--- src/rtl/rv32i_pkg.sv ---
// rtl/rv32i_pkg.sv - RV32I opcode, ALU select and immediate helpers
package rv32i_pkg;

  localparam logic [6:0] OPC_OP     = 7'b0110011;
  localparam logic [6:0] OPC_OP_IMM = 7'b0010011;
  localparam logic [6:0] OPC_LUI    = 7'b0110111;
  localparam logic [6:0] OPC_AUIPC  = 7'b0010111;

  localparam logic [6:0] F7_BASE = 7'b0000000;
  localparam logic [6:0] F7_ALT  = 7'b0100000;

  localparam logic [3:0] ALU_SEL_ADD    = 4'd0;
  localparam logic [3:0] ALU_SEL_SUB    = 4'd1;
  localparam logic [3:0] ALU_SEL_SLL    = 4'd2;
  localparam logic [3:0] ALU_SEL_SLT    = 4'd3;
  localparam logic [3:0] ALU_SEL_SLTU   = 4'd4;
  localparam logic [3:0] ALU_SEL_XOR    = 4'd5;
  localparam logic [3:0] ALU_SEL_SRL    = 4'd6;
  localparam logic [3:0] ALU_SEL_SRA    = 4'd7;
  localparam logic [3:0] ALU_SEL_OR     = 4'd8;
  localparam logic [3:0] ALU_SEL_AND    = 4'd9;
  localparam logic [3:0] ALU_SEL_PASS_B = 4'd10;

  typedef enum logic [1:0] {A_ZERO, A_RS1, A_PC} a_src_e;
  typedef enum logic [2:0] {B_ZERO, B_RS2, B_IMM_I, B_SHAMT, B_IMM_U} b_src_e;

  typedef struct packed {
    logic [3:0] alu_sel;
    a_src_e     a_src;
    b_src_e     b_src;
    logic       use_rs1;
    logic       use_rs2;
    logic       illegal;
  } decode_t;

  function automatic logic [31:0] imm_i(input logic [11:0] f);
    return {{20{f[11]}}, f};
  endfunction

  function automatic logic [31:0] imm_u(input logic [19:0] f);
    return {f, 12'b0};
  endfunction

  function automatic logic [31:0] imm_shamt(input logic [4:0] f);
    return {27'b0, f};
  endfunction

endpackage

--- src/rtl/regfile_2r1w.sv ---
// rtl/regfile_2r1w.sv - two async read ports, one sync write port, x0 hardwired
module regfile_2r1w #(
  parameter int XLEN  = 32,
  parameter int NREGS = 32,
  parameter int AW    = 5
) (
  input  logic            clk,
  input  logic            rst_n,
  input  logic [AW-1:0]   ra1,
  output logic [XLEN-1:0] rdata1,
  input  logic [AW-1:0]   ra2,
  output logic [XLEN-1:0] rdata2,
  input  logic            we,
  input  logic [AW-1:0]   wa,
  input  logic [XLEN-1:0] wdata
);

  logic [XLEN-1:0] mem [NREGS];

  always_ff @(posedge clk or negedge rst_n) begin
    if (!rst_n) begin
      for (int i = 0; i < NREGS; i++) mem[i] <= '0;
    end else if (we && wa != '0) begin
      mem[wa] <= wdata;
    end
  end

  // Write-through: a same-cycle write is visible on the read ports.
  always_comb begin
    rdata1 = mem[ra1];
    if (ra1 == '0)
      rdata1 = '0;
    else if (we && wa == ra1)
      rdata1 = wdata;
  end

  always_comb begin
    rdata2 = mem[ra2];
    if (ra2 == '0)
      rdata2 = '0;
    else if (we && wa == ra2)
      rdata2 = wdata;
  end

endmodule

--- src/rtl/id_ex_issue.sv ---
// rtl/id_ex_issue.sv - RV32I decode/issue stage with busy-bit scoreboard
module id_ex_issue
  import rv32i_pkg::*;
#(
  parameter int          XLEN     = 32,
  parameter int          NREGS    = 32,
  parameter logic [31:0] RESET_PC = 32'h0
) (
  input  logic            clk,
  input  logic            rst_n,
  input  logic            if_valid,
  output logic            if_ready,
  input  logic [31:0]     if_instr,
  input  logic [31:0]     if_pc,
  input  logic            flush,
  output logic            ex_valid,
  input  logic            ex_ready,
  output logic [XLEN-1:0] ex_a,
  output logic [XLEN-1:0] ex_b,
  output logic [3:0]      ex_alu_sel,
  output logic [4:0]      ex_rd,
  output logic            ex_we,
  output logic [31:0]     ex_pc,
  output logic            ex_illegal,
  input  logic            wb_we,
  input  logic [4:0]      wb_rd,
  input  logic [XLEN-1:0] wb_data
);

  logic [6:0] opcode;
  logic [4:0] rd, rs1, rs2;
  logic [2:0] funct3;
  logic [6:0] funct7;

  assign opcode = if_instr[6:0];
  assign rd     = if_instr[11:7];
  assign funct3 = if_instr[14:12];
  assign rs1    = if_instr[19:15];
  assign rs2    = if_instr[24:20];
  assign funct7 = if_instr[31:25];

  logic [XLEN-1:0] rs1_data, rs2_data;

  regfile_2r1w #(.XLEN(XLEN), .NREGS(NREGS), .AW(5)) u_regfile (
    .clk    (clk),
    .rst_n  (rst_n),
    .ra1    (rs1),
    .rdata1 (rs1_data),
    .ra2    (rs2),
    .rdata2 (rs2_data),
    .we     (wb_we),
    .wa     (wb_rd),
    .wdata  (wb_data)
  );

  decode_t dec;

  always_comb begin
    dec = '{alu_sel: ALU_SEL_ADD, a_src: A_ZERO, b_src: B_ZERO,
            use_rs1: 1'b0, use_rs2: 1'b0, illegal: 1'b1};
    case (opcode)
      OPC_OP: begin
        dec.use_rs1 = 1'b1;
        dec.use_rs2 = 1'b1;
        dec.a_src   = A_RS1;
        dec.b_src   = B_RS2;
        if (funct7 == F7_BASE) begin
          dec.illegal = 1'b0;
          case (funct3)
            3'd0:    dec.alu_sel = ALU_SEL_ADD;
            3'd1:    dec.alu_sel = ALU_SEL_SLL;
            3'd2:    dec.alu_sel = ALU_SEL_SLT;
            3'd3:    dec.alu_sel = ALU_SEL_SLTU;
            3'd4:    dec.alu_sel = ALU_SEL_XOR;
            3'd5:    dec.alu_sel = ALU_SEL_SRL;
            3'd6:    dec.alu_sel = ALU_SEL_OR;
            default: dec.alu_sel = ALU_SEL_AND;
          endcase
        end else if (funct7 == F7_ALT && funct3 == 3'd0) begin
          dec.illegal = 1'b0;
          dec.alu_sel = ALU_SEL_SUB;
        end else if (funct7 == F7_ALT && funct3 == 3'd5) begin
          dec.illegal = 1'b0;
          dec.alu_sel = ALU_SEL_SRA;
        end
      end
      OPC_OP_IMM: begin
        dec.use_rs1 = 1'b1;
        dec.a_src   = A_RS1;
        dec.b_src   = B_IMM_I;
        dec.illegal = 1'b0;
        case (funct3)
          3'd0: dec.alu_sel = ALU_SEL_ADD;
          3'd2: dec.alu_sel = ALU_SEL_SLT;
          3'd3: dec.alu_sel = ALU_SEL_SLTU;
          3'd4: dec.alu_sel = ALU_SEL_XOR;
          3'd6: dec.alu_sel = ALU_SEL_OR;
          3'd7: dec.alu_sel = ALU_SEL_AND;
          3'd1: begin
            dec.b_src   = B_SHAMT;
            dec.alu_sel = ALU_SEL_SLL;
            dec.illegal = (funct7 != F7_BASE);
          end
          default: begin
            dec.b_src   = B_SHAMT;
            dec.alu_sel = (funct7 == F7_ALT) ? ALU_SEL_SRA : ALU_SEL_SRL;
            dec.illegal = (funct7 != F7_BASE) && (funct7 != F7_ALT);
          end
        endcase
      end
      OPC_LUI: begin
        dec.b_src   = B_IMM_U;
        dec.alu_sel = ALU_SEL_PASS_B;
        dec.illegal = 1'b0;
      end
      OPC_AUIPC: begin
        dec.a_src   = A_PC;
        dec.b_src   = B_IMM_U;
        dec.alu_sel = ALU_SEL_ADD;
        dec.illegal = 1'b0;
      end
      default: ;
    endcase
    // Illegal instructions issue as a harmless ADD of zeros.
    if (dec.illegal) begin
      dec.alu_sel = ALU_SEL_ADD;
      dec.a_src   = A_ZERO;
      dec.b_src   = B_ZERO;
    end
  end

  logic [XLEN-1:0] op_a, op_b;

  always_comb begin
    case (dec.a_src)
      A_RS1:   op_a = rs1_data;
      A_PC:    op_a = XLEN'(if_pc);
      default: op_a = '0;
    endcase
    case (dec.b_src)
      B_RS2:   op_b = rs2_data;
      B_IMM_I: op_b = XLEN'(imm_i(if_instr[31:20]));
      B_SHAMT: op_b = XLEN'(imm_shamt(if_instr[24:20]));
      B_IMM_U: op_b = XLEN'(imm_u(if_instr[31:12]));
      default: op_b = '0;
    endcase
  end

  logic [NREGS-1:0] busy, busy_next;
  logic             dec_we, hazard, xfer;

  assign dec_we = !dec.illegal && (rd != 5'd0);

  // A writeback landing on a busy source this cycle resolves the hazard via bypass.
  assign hazard = (dec.use_rs1 && rs1 != 5'd0 && busy[rs1] && !(wb_we && wb_rd == rs1)) ||
                  (dec.use_rs2 && rs2 != 5'd0 && busy[rs2] && !(wb_we && wb_rd == rs2));

  assign if_ready = (!ex_valid || ex_ready) && !hazard && !flush;
  assign xfer     = if_valid && if_ready;

  always_comb begin
    busy_next = busy;
    if (wb_we)
      busy_next[wb_rd] = 1'b0;
    if (flush && ex_valid && !ex_ready && ex_we)
      busy_next[ex_rd] = 1'b0;
    // A new producer wins over a same-cycle clear of the same register.
    if (xfer && dec_we)
      busy_next[rd] = 1'b1;
    busy_next[0] = 1'b0;
  end

  always_ff @(posedge clk or negedge rst_n) begin
    if (!rst_n)
      busy <= '0;
    else
      busy <= busy_next;
  end

  always_ff @(posedge clk or negedge rst_n) begin
    if (!rst_n) begin
      ex_valid   <= 1'b0;
      ex_a       <= '0;
      ex_b       <= '0;
      ex_alu_sel <= ALU_SEL_ADD;
      ex_rd      <= 5'd0;
      ex_we      <= 1'b0;
      ex_pc      <= RESET_PC;
      ex_illegal <= 1'b0;
    end else if (xfer) begin
      ex_valid   <= 1'b1;
      ex_a       <= op_a;
      ex_b       <= op_b;
      ex_alu_sel <= dec.alu_sel;
      ex_rd      <= rd;
      ex_we      <= dec_we;
      ex_pc      <= if_pc;
      ex_illegal <= dec.illegal;
    end else if (ex_ready || flush) begin
      ex_valid <= 1'b0;
    end
  end

endmodule
--- config.mk ---
export PLATFORM = sky130hd
export DESIGN_NAME = id_ex_issue
export DESIGN_NICKNAME = d
export VERILOG_FILES = /design/src/rtl/rv32i_pkg.sv /design/src/rtl/regfile_2r1w.sv /design/src/rtl/id_ex_issue.sv
export SDC_FILE = /design/constraint.sdc
export NUM_CORES = 2
export LEC_CHECK = 0
export CAP_MARGIN = 20
export CORE_MARGIN = 3
export CORE_UTILIZATION = 43
export DETAILED_ROUTE_END_ITERATION = 10
export PLACE_DENSITY = 0.65
export SLEW_MARGIN = 5
export SYNTH_ARGS = -nofsm -noshare
export SYNTH_HDL_FRONTEND = slang
export SYNTH_SLANG_ARGS = --single-unit
--- constraint.sdc ---
create_clock -name clk -period 5.35 [get_ports clk]
set_input_delay 1.07 -clock clk [delete_from_list [all_inputs] [get_ports clk]]
set_output_delay 1.07 -clock clk [all_outputs]
set_load 0.01 [all_outputs]
==> flow_summary.json <==
{
  "timing.fmax_mhz": 203,
  "fin_util_pct": 50.0,
  "synth_edf_count": 0,
  "intPower_mw": 19.0,
  "cts_max_path_buffers": 3,
  "rsz0062_at_grt": "no",
  "hold_violations": 0,
  "register_area_um2": 29100,
  "drtIter0Drc": 4558,
  "final_cell_mix": "dfrtp_1 (1163), mux2_2 (1106), mux4_2 (532)",
  "syn_inst": 4178,
  "fp.dieH_um": 385,
  "power.share.combinational_pct": 18.9,
  "place_congestion": 0.893,
  "grt_pass1_vias": 41300,
  "finalInstanceArea_um2": 71000,
  "num_io_pins": 216,
  "synth_flop_cell": "dfrtp_1",
  "rr_startpoint": "busy[19]",
  "grt_max_degree": 121,
  "drive_gt1_share_pct": 48.0,
  "core.rowCount": 138,
  "synthArstFlopShare_pct": 100,
  "cp-start-kind": "input pin",
  "htree_num_levels": 4,
  "startpoint": "wb_rd[3]",
  "clk_pin_slew_ns": 0.05,
  "cts_resized": 0,
  "syn_to_final_growth_pct": 14.8,
  "dieArea_um2": 148000,
  "crit_fanout": 10,
  "worstPathArrival_ns": 3.85,
  "start_util_pct": 43.5,
  "final_common_cell": "dfrtp_1",
  "die_width_um": 385,
  "cts_buffers": 138,
  "setup.worst_path.class": "in -> out",
  "root_buffer": "clkbuf_16",
  "report.final.slew_viol_count": 0,
  "drc": 0,
  "port_buffers": 215,
  "dp_hpwl_um": 118000,
  "slew_headroom_pct": 17.5,
  "fin_nets": 4363,
  "cellPowerDensity_nw_per_um2": 366,
  "globalRouteOverflowTotal": 0,
  "ant_nets": 0,
  "grtUsageTotal_pct": 27.9,
  "drt_first_pass_iters": 8,
  "syn_area_um2": 61800,
  "ys_ff_latch": 1163,
  "cts_tree": "done",
  "antenna_found_initial": 8,
  "clockPowerShare_pct": 37.2,
  "num_vias": 41100,
  "avgSynthCellArea_um2": 14.8,
  "skew_ns": 0.0312,
  "fin_hold_ws_ns": 0.359,
  "cts_sinks": 1163,
  "wirelength_um": 206000,
  "fin_crit_ns": 4.92,
  "maxCapViolations": 0,
  "fill_cells": 11900,
  "worst_slew_pin_slew_ns": 1.23,
  "cp.required_ns": 4.28,
  "wl_per_cell_um": 33.0,
  "seq_area_frac_synth_pct": 47.1,
  "p_seq_share_pct": 43.9,
  "postPlaceCellArea_um2": 66200,
  "total_power_mw": 26.0,
  "holdBufCountCts": 0,
  "p_sw_mw": 6.95,
  "grt_pass1_wl_um": 299000,
  "hp-class": "in -> async",
  "setup_tns_ns": 0,
  "power_leakage_nw": 30.2,
  "period_share_pct": 92.0,
  "critPathCaptureType": "primary output",
  "viasPerCell": 6.56,
  "status": "finished clean",
  "peakVddDrop_uv": 263,
  "core-area_um2": 142000,
  "multiInputGateArea_um2": 31000,
  "yosys_warnings": 0,
  "setup_violations": 0,
  "switching_share_pct": 26.7,
  "clock_latency_ns": 0.77,
  "synth_cell_types": 70,
  "syn_nets": 4287,
  "cts_setup_buffers": 0
}
[critical path, cell delays in order]
cell,delay (ns)
clkdlybuf4s50_1,0.61
xor2_1,0.26
nor4_2,0.33
nand3_2,0.17
o2111a_1,0.17
a311oi_2,0.40
and2_1,0.28
clkdlybuf4s50_1,0.56
[metrics by stage]
stage,setup WS [ns],std cells
2_1_floorplan,1.70,4178
3_3_place_gp,0.440,5996
3_5_place_dp,0.376,5997
4_1_cts,0.475,6241
5_1_grt,0.271,6249
6_report,0.428,6257
[synthesized netlist by cell type (11+ instances only)]
library cell  count  area [um2]
nor2_1           73         274
a221oi_1         23         201
dfrtp_1        1163       29100
mux4_2          532       12000
nand3_1          32         160
o21ai_1          11        55.1
mux2i_1         173        1730
nand2_1         105         394
a21oi_1          33         165
o221ai_1         24         210
inv_1            14        52.6
buf_2            53         265
nand2b_1         22         138
o21ai_0          91         455
clkbuf_1        295        1110
nor2b_1          18         113
buf_1            61         229
buf_4            25         188
o211ai_1         35         263
a211oi_1         15         113
mux2_2         1106       12500
mux2_1           14         158
buf_6            17         191
a22oi_1          67         503
o22ai_1          40         250
[cell type report]
type / instances / share of cell area, %
diodes: 9 / 0.0317
clock buffers: 203 / 5.72
clock inverters: 41 / 0.804
inverters: 16 / 0.0917
multi-input cells: 2548 / 43.6
flip-flops and latches: 1163 / 41.0
well taps: 1890 / 3.33
repair buffers: 387 / 5.42
[per-layer routing]
layer  global-route usage [%]  share of wire [%]  vias up  wire length, um
li1                         -                  -    16400                -
met1                     38.7                 41    22200            84800
met2                     41.8                 45     2049            92800
met3                     7.56                9.7      453            19900
met4                     11.0                4.2        2             8690
met5                        0             0.0097        -               20
[power groups by stage]
| stage | sequential, mW | clock (mW) | combinational, mW |
|---|---|---|---|
| after floorplan | 11.2 | 0 | 3.65 |
| after global placement | 11.4 | 0 | 4.82 |
| after detailed placement | 11.5 | 0 | 4.91 |
| after CTS | 11.4 | 9.80 | 4.92 |
| after global routing | 11.6 | 10.2 | 5.26 |
| final | 11.4 | 9.66 | 4.93 |
[cell families (layout without fill, tap and decap cells)]
| logic type | count (synthesis) | in the layout | share of synthesized area [%] |
|---|---|---|---|
| muxes | 1826 | 1826 | 42.6 |
| DFF | 1163 | 1163 | 47.1 |
| buffers and inverters | 467 | 647 | 3.30 |
| AOI/OAI and AO/OA | 395 | 395 | 4.38 |
| and+or+nand+nor | 313 | 313 | 2.45 |
| xor gates and xnor gates | 12 | 12 | 0.170 |
| adders and majority gates | 2 | 2 | 0.0405 |
| other | 0 | 9 | 0 |
[state kept, by name (all words and copies together), names as in the netlist, 4 cells and up]
signal         cells
u_regfile.mem   1024
ex_a              32
ex_b              32
ex_pc             32
busy              31
ex_rd              5
ex_alu_sel         4
[path summary, 6_finish.rpt]
path / end / slack (ns) / cells after the start
setup / recovery: if_ready / 0.43 / 8
hold / removal: u_regfile.mem[848] / 0.36 / 1
setup reg to reg: ex_a[19] / 2.07 / 7
hold reg to reg: u_regfile.mem[1008] / 0.39 / 0
max in group asynchronous: u_regfile.mem[296] / 3.63 / 2
min in group clk: u_regfile.mem[1008] / 0.39 / 0
(Power assumes the default switching activity.)
